`config.mk`:
```
export PLATFORM = sky130hd
export DESIGN_NAME = fetch_sequencer
export DESIGN_NICKNAME = d
export VERILOG_FILES = /design/src/rtl/jimmy_pkg.sv /design/src/rtl/instr_len_decode.sv /design/src/rtl/fetch_sequencer.sv
export SDC_FILE = /design/constraint.sdc
export NUM_CORES = 1
export LEC_CHECK = 0
export ABC_AREA = 1
export ABC_CLOCK_PERIOD_IN_PS = 3100
export CORE_MARGIN = 2
export CORE_UTILIZATION = 40
export DETAILED_ROUTE_END_ITERATION = 10
export DONT_BUFFER_PORTS = 1
export PLACE_DENSITY_LB_ADDON = 0.3
export RECOVER_POWER = 50
export SLEW_MARGIN = 5
export SYNTH_ARGS = -nofsm -noshare
export SYNTH_HDL_FRONTEND = slang
export SYNTH_SLANG_ARGS = --single-unit
```
`constraint.sdc`:
```
create_clock -name clk -period 3.1 [get_ports clk]
set_clock_uncertainty 0.1 [all_clocks]
set_input_delay 0.31 -clock clk [delete_from_list [all_inputs] [get_ports clk]]
set_output_delay 0.31 -clock clk [all_outputs]
set_load 0.005 [all_outputs]
```
`src/rtl/jimmy_pkg.sv`:
```
// Shared definitions for the 8-bit CPU front end.
// Contents: opcode constants, the fetch FSM state type and the
// instruction-length rule is_two_byte(), which the fetch sequencer
// and the decoder both use.
package jimmy_pkg;

    localparam logic [5:0] OP_MOV_IMM = 6'b100000;
    localparam logic [5:0] OP_CMP_IMM = 6'b100011;
    localparam logic [7:0] OP_BRA     = 8'hA8;
    localparam logic [7:0] OP_BHI     = 8'hB0;
    localparam logic [7:0] OP_BEQ     = 8'hB4;
    localparam logic [7:0] OP_NOP     = 8'h70;

    typedef enum logic [1:0] {
        FETCH0,
        FETCH1,
        HOLD,
        IDLE
    } fetch_state_t;

    // Branches occupy the whole 101x_xxxx opcode block. MOV/CMP immediate
    // reserve the two low opcode bits for the register field.
    function automatic logic is_two_byte(input logic [7:0] opcode);
        return (opcode[7:5] == 3'b101)
            || (opcode[7:2] == OP_MOV_IMM)
            || (opcode[7:2] == OP_CMP_IMM);
    endfunction

endpackage

```
`src/rtl/instr_len_decode.sv`:
```
// Combinational instruction-length decode. The decoder uses the same
// module, so both sides always agree on the instruction length.
// Ports:
//   opcode   in  8  first instruction byte
//   two_byte out 1  1 = instruction carries an immediate/target byte
module instr_len_decode
    import jimmy_pkg::*;
(
    input  logic [7:0] opcode,
    output logic       two_byte
);

    assign two_byte = is_two_byte(opcode);

endmodule

```
`src/rtl/fetch_sequencer.sv`:
```
// Instruction-fetch controller. It walks the PC through asynchronous-read
// program memory, assembles 1- or 2-byte instructions and offers them to
// the decoder over a valid/ready handshake. A redirect from the branch
// unit takes priority over everything else.
// Optional feature, macro FETCH_HALT_DETECT_EN: adds a 'halted' output.
// When a BRA to its own address is accepted, fetch parks in IDLE until
// the next redirect or reset.
// Ports:
//   clk, reset (async, active low)
//   mem_addr       out  program-memory address (= PC)
//   mem_data       in   program-memory read data
//   instr_valid/instr_ready  handshake to the decoder
//   instr_byte0/instr_byte1/instr_len2/instr_pc  assembled instruction
//   redirect_valid/redirect_addr  taken-branch target
//   halted         out  (FETCH_HALT_DETECT_EN only) self-branch detected
//
// state  | meaning
// FETCH0 | read opcode byte at pc
// FETCH1 | read second byte of a 2-byte instruction
// HOLD   | instruction presented, waiting for instr_ready
// IDLE   | parked after a self-branch (halt detect builds only)
module fetch_sequencer
    import jimmy_pkg::*;
#(
    parameter int                ADDR_W   = 8,
    parameter logic [ADDR_W-1:0] RESET_PC = '0
) (
    input  logic              clk,
    input  logic              reset,
    output logic [ADDR_W-1:0] mem_addr,
    input  logic [7:0]        mem_data,
    output logic              instr_valid,
    input  logic              instr_ready,
    output logic [7:0]        instr_byte0,
    output logic [7:0]        instr_byte1,
    output logic              instr_len2,
    output logic [ADDR_W-1:0] instr_pc,
`ifdef FETCH_HALT_DETECT_EN
    output logic              halted,
`endif
    input  logic              redirect_valid,
    input  logic [ADDR_W-1:0] redirect_addr
);

    fetch_state_t      state, state_nxt;
    logic [ADDR_W-1:0] pc, pc_nxt;
    logic [7:0]        byte0_nxt, byte1_nxt;
    logic              len2_nxt, valid_nxt;
    logic [ADDR_W-1:0] instr_pc_nxt;
    logic              two_byte;

    instr_len_decode u_len (
        .opcode   (mem_data),
        .two_byte (two_byte)
    );

    assign mem_addr = pc;

`ifdef FETCH_HALT_DETECT_EN
    logic halted_nxt;
`endif

    always_comb begin
        state_nxt    = state;
        pc_nxt       = pc;
        byte0_nxt    = instr_byte0;
        byte1_nxt    = instr_byte1;
        len2_nxt     = instr_len2;
        instr_pc_nxt = instr_pc;
        valid_nxt    = instr_valid;
`ifdef FETCH_HALT_DETECT_EN
        halted_nxt   = halted;
`endif

        case (state)
            FETCH0: begin
                byte0_nxt    = mem_data;
                instr_pc_nxt = pc;
                pc_nxt       = pc + ADDR_W'(1);
                len2_nxt     = two_byte;
                if (two_byte) begin
                    state_nxt = FETCH1;
                end else begin
                    byte1_nxt = 8'h00;
                    valid_nxt = 1'b1;
                    state_nxt = HOLD;
                end
            end
            FETCH1: begin
                byte1_nxt = mem_data;
                pc_nxt    = pc + ADDR_W'(1);
                valid_nxt = 1'b1;
                state_nxt = HOLD;
            end
            HOLD: begin
                if (instr_valid && instr_ready) begin
                    valid_nxt = 1'b0;
                    state_nxt = FETCH0;
`ifdef FETCH_HALT_DETECT_EN
                    // Self-branch: the program is spinning, so stop fetching.
                    if (instr_byte0 == OP_BRA && instr_pc == ADDR_W'(instr_byte1)) begin
                        halted_nxt = 1'b1;
                        state_nxt  = IDLE;
                    end
`endif
                end
            end
            IDLE: begin
                valid_nxt = 1'b0;
            end
        endcase

        // A redirect discards whatever is held or half-fetched; a handshake
        // in the same cycle has already completed on the decoder side.
        if (redirect_valid) begin
            pc_nxt    = redirect_addr;
            state_nxt = FETCH0;
            valid_nxt = 1'b0;
`ifdef FETCH_HALT_DETECT_EN
            halted_nxt = 1'b0;
`endif
        end
    end

    always_ff @(posedge clk or negedge reset) begin
        if (!reset) begin
            state       <= FETCH0;
            pc          <= RESET_PC;
            instr_byte0 <= 8'h00;
            instr_byte1 <= 8'h00;
            instr_len2  <= 1'b0;
            instr_pc    <= '0;
            instr_valid <= 1'b0;
        end else begin
            state       <= state_nxt;
            pc          <= pc_nxt;
            instr_byte0 <= byte0_nxt;
            instr_byte1 <= byte1_nxt;
            instr_len2  <= len2_nxt;
            instr_pc    <= instr_pc_nxt;
            instr_valid <= valid_nxt;
        end
    end

`ifdef FETCH_HALT_DETECT_EN
    always_ff @(posedge clk or negedge reset) begin
        if (!reset) halted <= 1'b0;
        else        halted <= halted_nxt;
    end
`endif

endmodule

```
==> results of run 1 <==
cells by family after synthesis:
group / Yosys count / synth area share (%)
buf+inv: 30 / 7.00
flops: 36 / 54.8
fa+ha+maj: 5 / 3.81
xor+xnor: 5 / 2.66
compound gates: 38 / 12.5
simple gates: 73 / 19.3
report_power, final:
group	switching, mW	leakage [nW]	internal (mW)
Clock	0.162	0.0445	0.180
Combinational	0.266	0.402	0.144
Sequential	0.156	0.449	0.633
Total	0.585	0.896	0.957
per-layer routing:
layer / vias up / GRT usage [%]
met5: - / 0
met4: 0 / 7.50
met3: 6 / 6.91
met2: 37 / 26.2
met1: 541 / 18.5
li1: 603 / -
area by class of cell:
| class | count | area (µm²) |
|---|---|---|
| repair buffers | 2 | 30.0 |
| clock buffers | 7 | 86.3 |
| well taps | 50 | 62.6 |
| clock inverters | 1 | 7.51 |
| multi-input cells | 121 | 628 |
| flip-flops and latches | 36 | 901 |
| fillers | 387 | 2160 |
| inverters | 26 | 97.6 |
metrics by stage:
stage / hold WS (ps) / instance area, µm²
after floorplan: -85.6 / 1640
after global placement: -85.0 / 1690
after detailed placement: -84.9 / 1690
after CTS: 38.4 / 1810
after global routing: 60.6 / 1810
final: 44.5 / 1810
worst max-delay path: stages, from the launching register on:
cell     delay (ps)
dfrtp_1         380
inv_1            80
ha_1            280
inv_1           610
o21ai_0         180
sequential cells by signal, summed over array words and instances (netlist names):
signal,flops
instr_pc,8
state,2
instr_byte1,8
instr_byte0,8
mem_addr,8
instr_valid,1
instr_len2,1
how the worst max path moves through the flow:
stage	from	end	depth (start not counted)
floorplan	state[0]	state[1]	8
global placement	state[0]	instr_pc[7]	4
detailed placement	state[0]	instr_byte0[0]	4
CTS	state[0]	instr_byte0[0]	4
global route	state[1]	instr_byte0[0]	4
finish	state[0]	instr_byte0[0]	4
timing repair:
item                      in CTS  in global routing
hold buffers                   2                  0
hold endpoints to repair      36                  0
buffers inserted               0                  0
layout by cell type, fill, tap and decap left out, drive strengths merged:
cell	instances
o21ai	28
a21oi	5
clkbuf	7
dlygate4sd3	1
xnor2	1
nor3	2
nand2	51
nand3	10
nor2	10
buf	1
xor2	4
dfrtp	36
inv	26
o211ai	1
o221ai	1
o22ai	2
ha	5
o21bai	1
clkinvlp	1
==> results.sh, run 1 <==
export IMPL_status="finished clean"
export IMPL_arrival_ps=1810
export IMPL_slew_viol_final=0
export IMPL_synth_edf_count=0
export IMPL_die_y_um=68.1
export IMPL_min_path_cells=2
export IMPL_fp_row_count=23
export IMPL_syn_inst=187
export IMPL_cp_end_kind="register"
export IMPL_netlist_top_cells_count="nand2_1, dfrtp_1, o21ai_0"
export IMPL_crit_required_ps=3130
export IMPL_antenna_cells=0
export IMPL_area_growth_pct=10.3
export IMPL_r2r_start="state[0]"
export IMPL_drt_met1_wl_um=1360
export IMPL_top_layer="met4"
export IMPL_pre_cts_ws_ps=1300
export IMPL_avgSynthCellArea_um2=8.79
export IMPL_start_util_pct=41.4
export IMPL_routed_wl_um=3390
export IMPL_fin_crit_sh_pct=57.5
export IMPL_worst_path_max_fanout=32
export IMPL_yosys_register_bits=36
export IMPL_synth_seq_area_share_pct=54.8
export IMPL_stdcell_count=243
export IMPL_dr_wl_met3_um=303
export IMPL_vias_per_cell=4.88
export IMPL_drt_pass1_iterations=4
export IMPL_cts_tree="built"
export IMPL_grtUsageTotal_pct=16.2
export IMPL_cts_root_buffer="clkbuf_8"
export IMPL_finalCriticalPeriod_ps=1780
export IMPL_path_clk_slew_ps=70
export IMPL_synthesis_nets=212
export IMPL_overflow=0
export IMPL_powerDensity_nw_per_um2=850
export IMPL_dieArea_um2=4640
export IMPL_async_flop_share_pct=100
export IMPL_ant_nets=0
export IMPL_vias=1187
export IMPL_synth_most_common_cell="nand2_1"
export IMPL_yosysWarnings=0
export IMPL_r2r_cells=4
export IMPL_hold_path_endpoint="mem_addr[2]"
export IMPL_dp_cells=233
export IMPL_synth_area_leaders="dfrtp_1, nand2_1, o21ai_0"
export IMPL_hold_path_class="in2reg"
export IMPL_hold_viol_final=0
export IMPL_grt_max_degree=37
export IMPL_port_buffers=0
export IMPL_rrSetupSlack_ps=1320
export IMPL_setup_tns_ps=0
export IMPL_grt_antenna_before_repair=0
export IMPL_ir_drop_v=0.000257
export IMPL_rsz0062_at_grt="false"
export IMPL_slew_headroom_pct=47.8
export IMPL_cts_max_level=2
export IMPL_drive_gt1_share_pct=8.29
export IMPL_grt_pass1_wl_um=5440
export IMPL_fin_nets=217
export IMPL_io_pins=54
export IMPL_max_freq_mhz=561
export IMPL_dr_first_iter_drc_count=115
export IMPL_drc_errors=0
export IMPL_clk_path_buf_depth=2
export IMPL_cts_sinks=36
export IMPL_ys_types=24
export IMPL_critPathKind="reg2reg"
export IMPL_start_kind="register"
export IMPL_wl_per_cell_um=14.0
export IMPL_r2r_end="instr_byte0[0]"
export IMPL_synth_top_cell_area_share_pct=54.8
export IMPL_finalSetupViolCount=0
export IMPL_power_mw=1.54
export IMPL_maxCapViolCount=0
export IMPL_setup_ws_ps=1320
export IMPL_synth_ff_type="dfrtp_1"
export IMPL_numCtsBuffers=5
export IMPL_insertion_delay_ps=290
export IMPL_post_route_util_pct=45.7
export IMPL_globalplace_congestion=0.731
export IMPL_tightest_slew_ps=782
export IMPL_wl_met2_um=1660
export IMPL_core_area_um2=3970
export IMPL_die_w_um=68.1
export IMPL_grt_pass1_vias=1153
export IMPL_hpwl_um=2480
export IMPL_hold_start="redirect_valid"
export IMPL_p_leak_nw=0.896
export IMPL_synth_area_um2=1640
export IMPL_cts_resized=0
export IMPL_yosys_area_top_type="dfrtp_1"
Note: power is estimated with default switching activity, not from simulation.
==> run 2: changes to the inputs <==
Settings changed: ABC_CLOCK_PERIOD_IN_PS 3100 to 1650.
Clock period 3.1 ns to 1.65 ns, I/O delays scaled along.
==> run 2 against run 1 <==
Effect of this change:
- clock power increased by 87%
- final cell count increased by 9.1%
- highest routed layer unchanged
- flip-flop and latch count unchanged
- maximum frequency increased by 16%
- final area increased by 11%
- register-to-register slack got worse by 1200 ps
- combinational power increased by 120%
- worst hold slack got worse by 32 ps
- utilization increased by 4.8 points
- non-clock buffer count increased by 22
==> results.sh, run 2 (synthesis gave the netlist of run 1 again) <==
export IMPL_status="finished clean"
export IMPL_max_freq_mhz=653
export IMPL_cts_tree="built"
export IMPL_vias_per_cell=4.94
export IMPL_hold_path_endpoint="mem_addr[7]"
export IMPL_globalplace_congestion=0.788
export IMPL_drive_gt1_share_pct=11.6
export IMPL_slew_headroom_pct=40.4
export IMPL_numCtsBuffers=5
export IMPL_grt_pass1_wl_um=5780
export IMPL_layout_commonest_cell="nand2_1"
export IMPL_r2r_start="state[0]"
export IMPL_io_pins=54
export IMPL_cts_max_level=2
export IMPL_core_area_um2=3970
export IMPL_fin_nets=239
export IMPL_post_route_util_pct=50.5
export IMPL_r2r_cells=5
export IMPL_fin_crit_sh_pct=92.9
export IMPL_hold_start="redirect_valid"
export IMPL_drt_pass1_iterations=4
export IMPL_maxCapViolCount=0
export IMPL_hold_path_class="in2reg"
export IMPL_area_growth_pct=21.9
export IMPL_finalCriticalPeriod_ps=1530
export IMPL_finalSetupViolCount=0
export IMPL_grt_antenna_before_repair=0
export IMPL_crit_required_ps=1740
export IMPL_worst_path_max_fanout=14
export IMPL_antenna_cells=0
export IMPL_clk_path_buf_depth=2
export IMPL_wl_per_cell_um=13.8
export IMPL_rsz0062_at_grt="false"
export IMPL_arrival_ps=1620
export IMPL_powerDensity_nw_per_um2=1510
export IMPL_insertion_delay_ps=290
export IMPL_fp_row_count=23
export IMPL_slew_viol_final=0
export IMPL_vias=1309
export IMPL_ir_drop_v=0.000426
export IMPL_min_path_cells=4
export IMPL_tightest_slew_ps=894
export IMPL_path_clk_slew_ps=70
export IMPL_hold_viol_final=0
export IMPL_port_buffers=0
export IMPL_start_util_pct=41.4
export IMPL_p_leak_nw=0.985
export IMPL_start_kind="register"
export IMPL_critPathKind="reg2reg"
export IMPL_die_w_um=68.1
export IMPL_dr_first_iter_drc_count=55
export IMPL_r2r_end="instr_byte0[7]"
export IMPL_grt_max_degree=37
export IMPL_final_cell_mix="nand2_1, dfrtp_1, o21ai_0"
export IMPL_rrSetupSlack_ps=120
export IMPL_grt_pass1_vias=1174
export IMPL_hpwl_um=2550
export IMPL_cp_end_kind="register"
export IMPL_cts_sinks=36
export IMPL_die_y_um=68.1
export IMPL_routed_wl_um=3660
export IMPL_dieArea_um2=4640
export IMPL_overflow=0
export IMPL_grtUsageTotal_pct=17.4
export IMPL_cts_root_buffer="clkbuf_8"
export IMPL_drc_errors=0
export IMPL_setup_tns_ps=0
export IMPL_ant_nets=0
[run 2: changes by cell type in the layout (fill, tap and decap cells not counted), sizes merged]
cell / change
clkbuf: +2
buf: +6
clkinvlp: -1
dlygate4sd3: +15
[run 2: worst max-delay path, cell delays in order, from the launching register on]
cell     delay (ps)
dfrtp_1         410
inv_1           130
ha_2            240
inv_1           130
buf_4           210
o21ai_0         220
[run 2: area by class of cell]
cell class	count	area (µm²)
fill	376	1970
clock buffer	8	90.1
tap	50	62.6
inverter	26	97.6
sequential	36	901
multi-input combinational	121	636
timing repair buffer	24	218
[run 2: per-layer routing]
metal	vias to the layer above	GRT usage, %	part of all wire [%]
li1	651	-	-
met3	6	7.40	6.0
met5	-	0	0
met2	30	27.7	50
met1	622	20.6	42
met4	0	7.25	2.2
[run 2: how the worst max path moves through the flow]
stage | startpoint | to | slack (ps) | cells past startpoint
finish | state[0] | instr_byte0[7] | 120 | 5
global route | state[1] | state[1] | 30 | 8
CTS | state[1] | state[1] | 30 | 8
detailed placement | state[1] | state[1] | 50 | 8
global placement | state[1] | state[1] | 120 | 8
floorplan | state[0] | state[1] | 190 | 8
[run 2: per-stage QoR]
stage / hold WS, ps / cells / area (µm²) / power (mW) / setup WS, ps
final: 12.9 / 265 / 2000 / 3.02 / 118
after global placement: -230 / 237 / 1720 / 2.30 / 120
after CTS: 16.2 / 262 / 1990 / 3.01 / 31.5
after global routing: 63.9 / 265 / 2000 / 3.28 / 28.7
after detailed placement: -230 / 237 / 1720 / 2.31 / 45.4
after floorplan: -231 / 187 / 1640 / 2.05 / 192
[run 2: timing repair]
item	in CTS	in global routing
setup buffers	0	3
endpoints found under the hold margin	59	0
hold buffers	17	0
endpoints found under the setup margin	0	3
resized for setup	0	3
[run 2: power breakdown]
| part | internal (mW) | switching (mW) | total, mW |
|---|---|---|---|
| Sequential | 1.19 | 0.278 | 1.47 |
| Clock | 0.340 | 0.297 | 0.638 |
| Combinational | 0.366 | 0.547 | 0.913 |
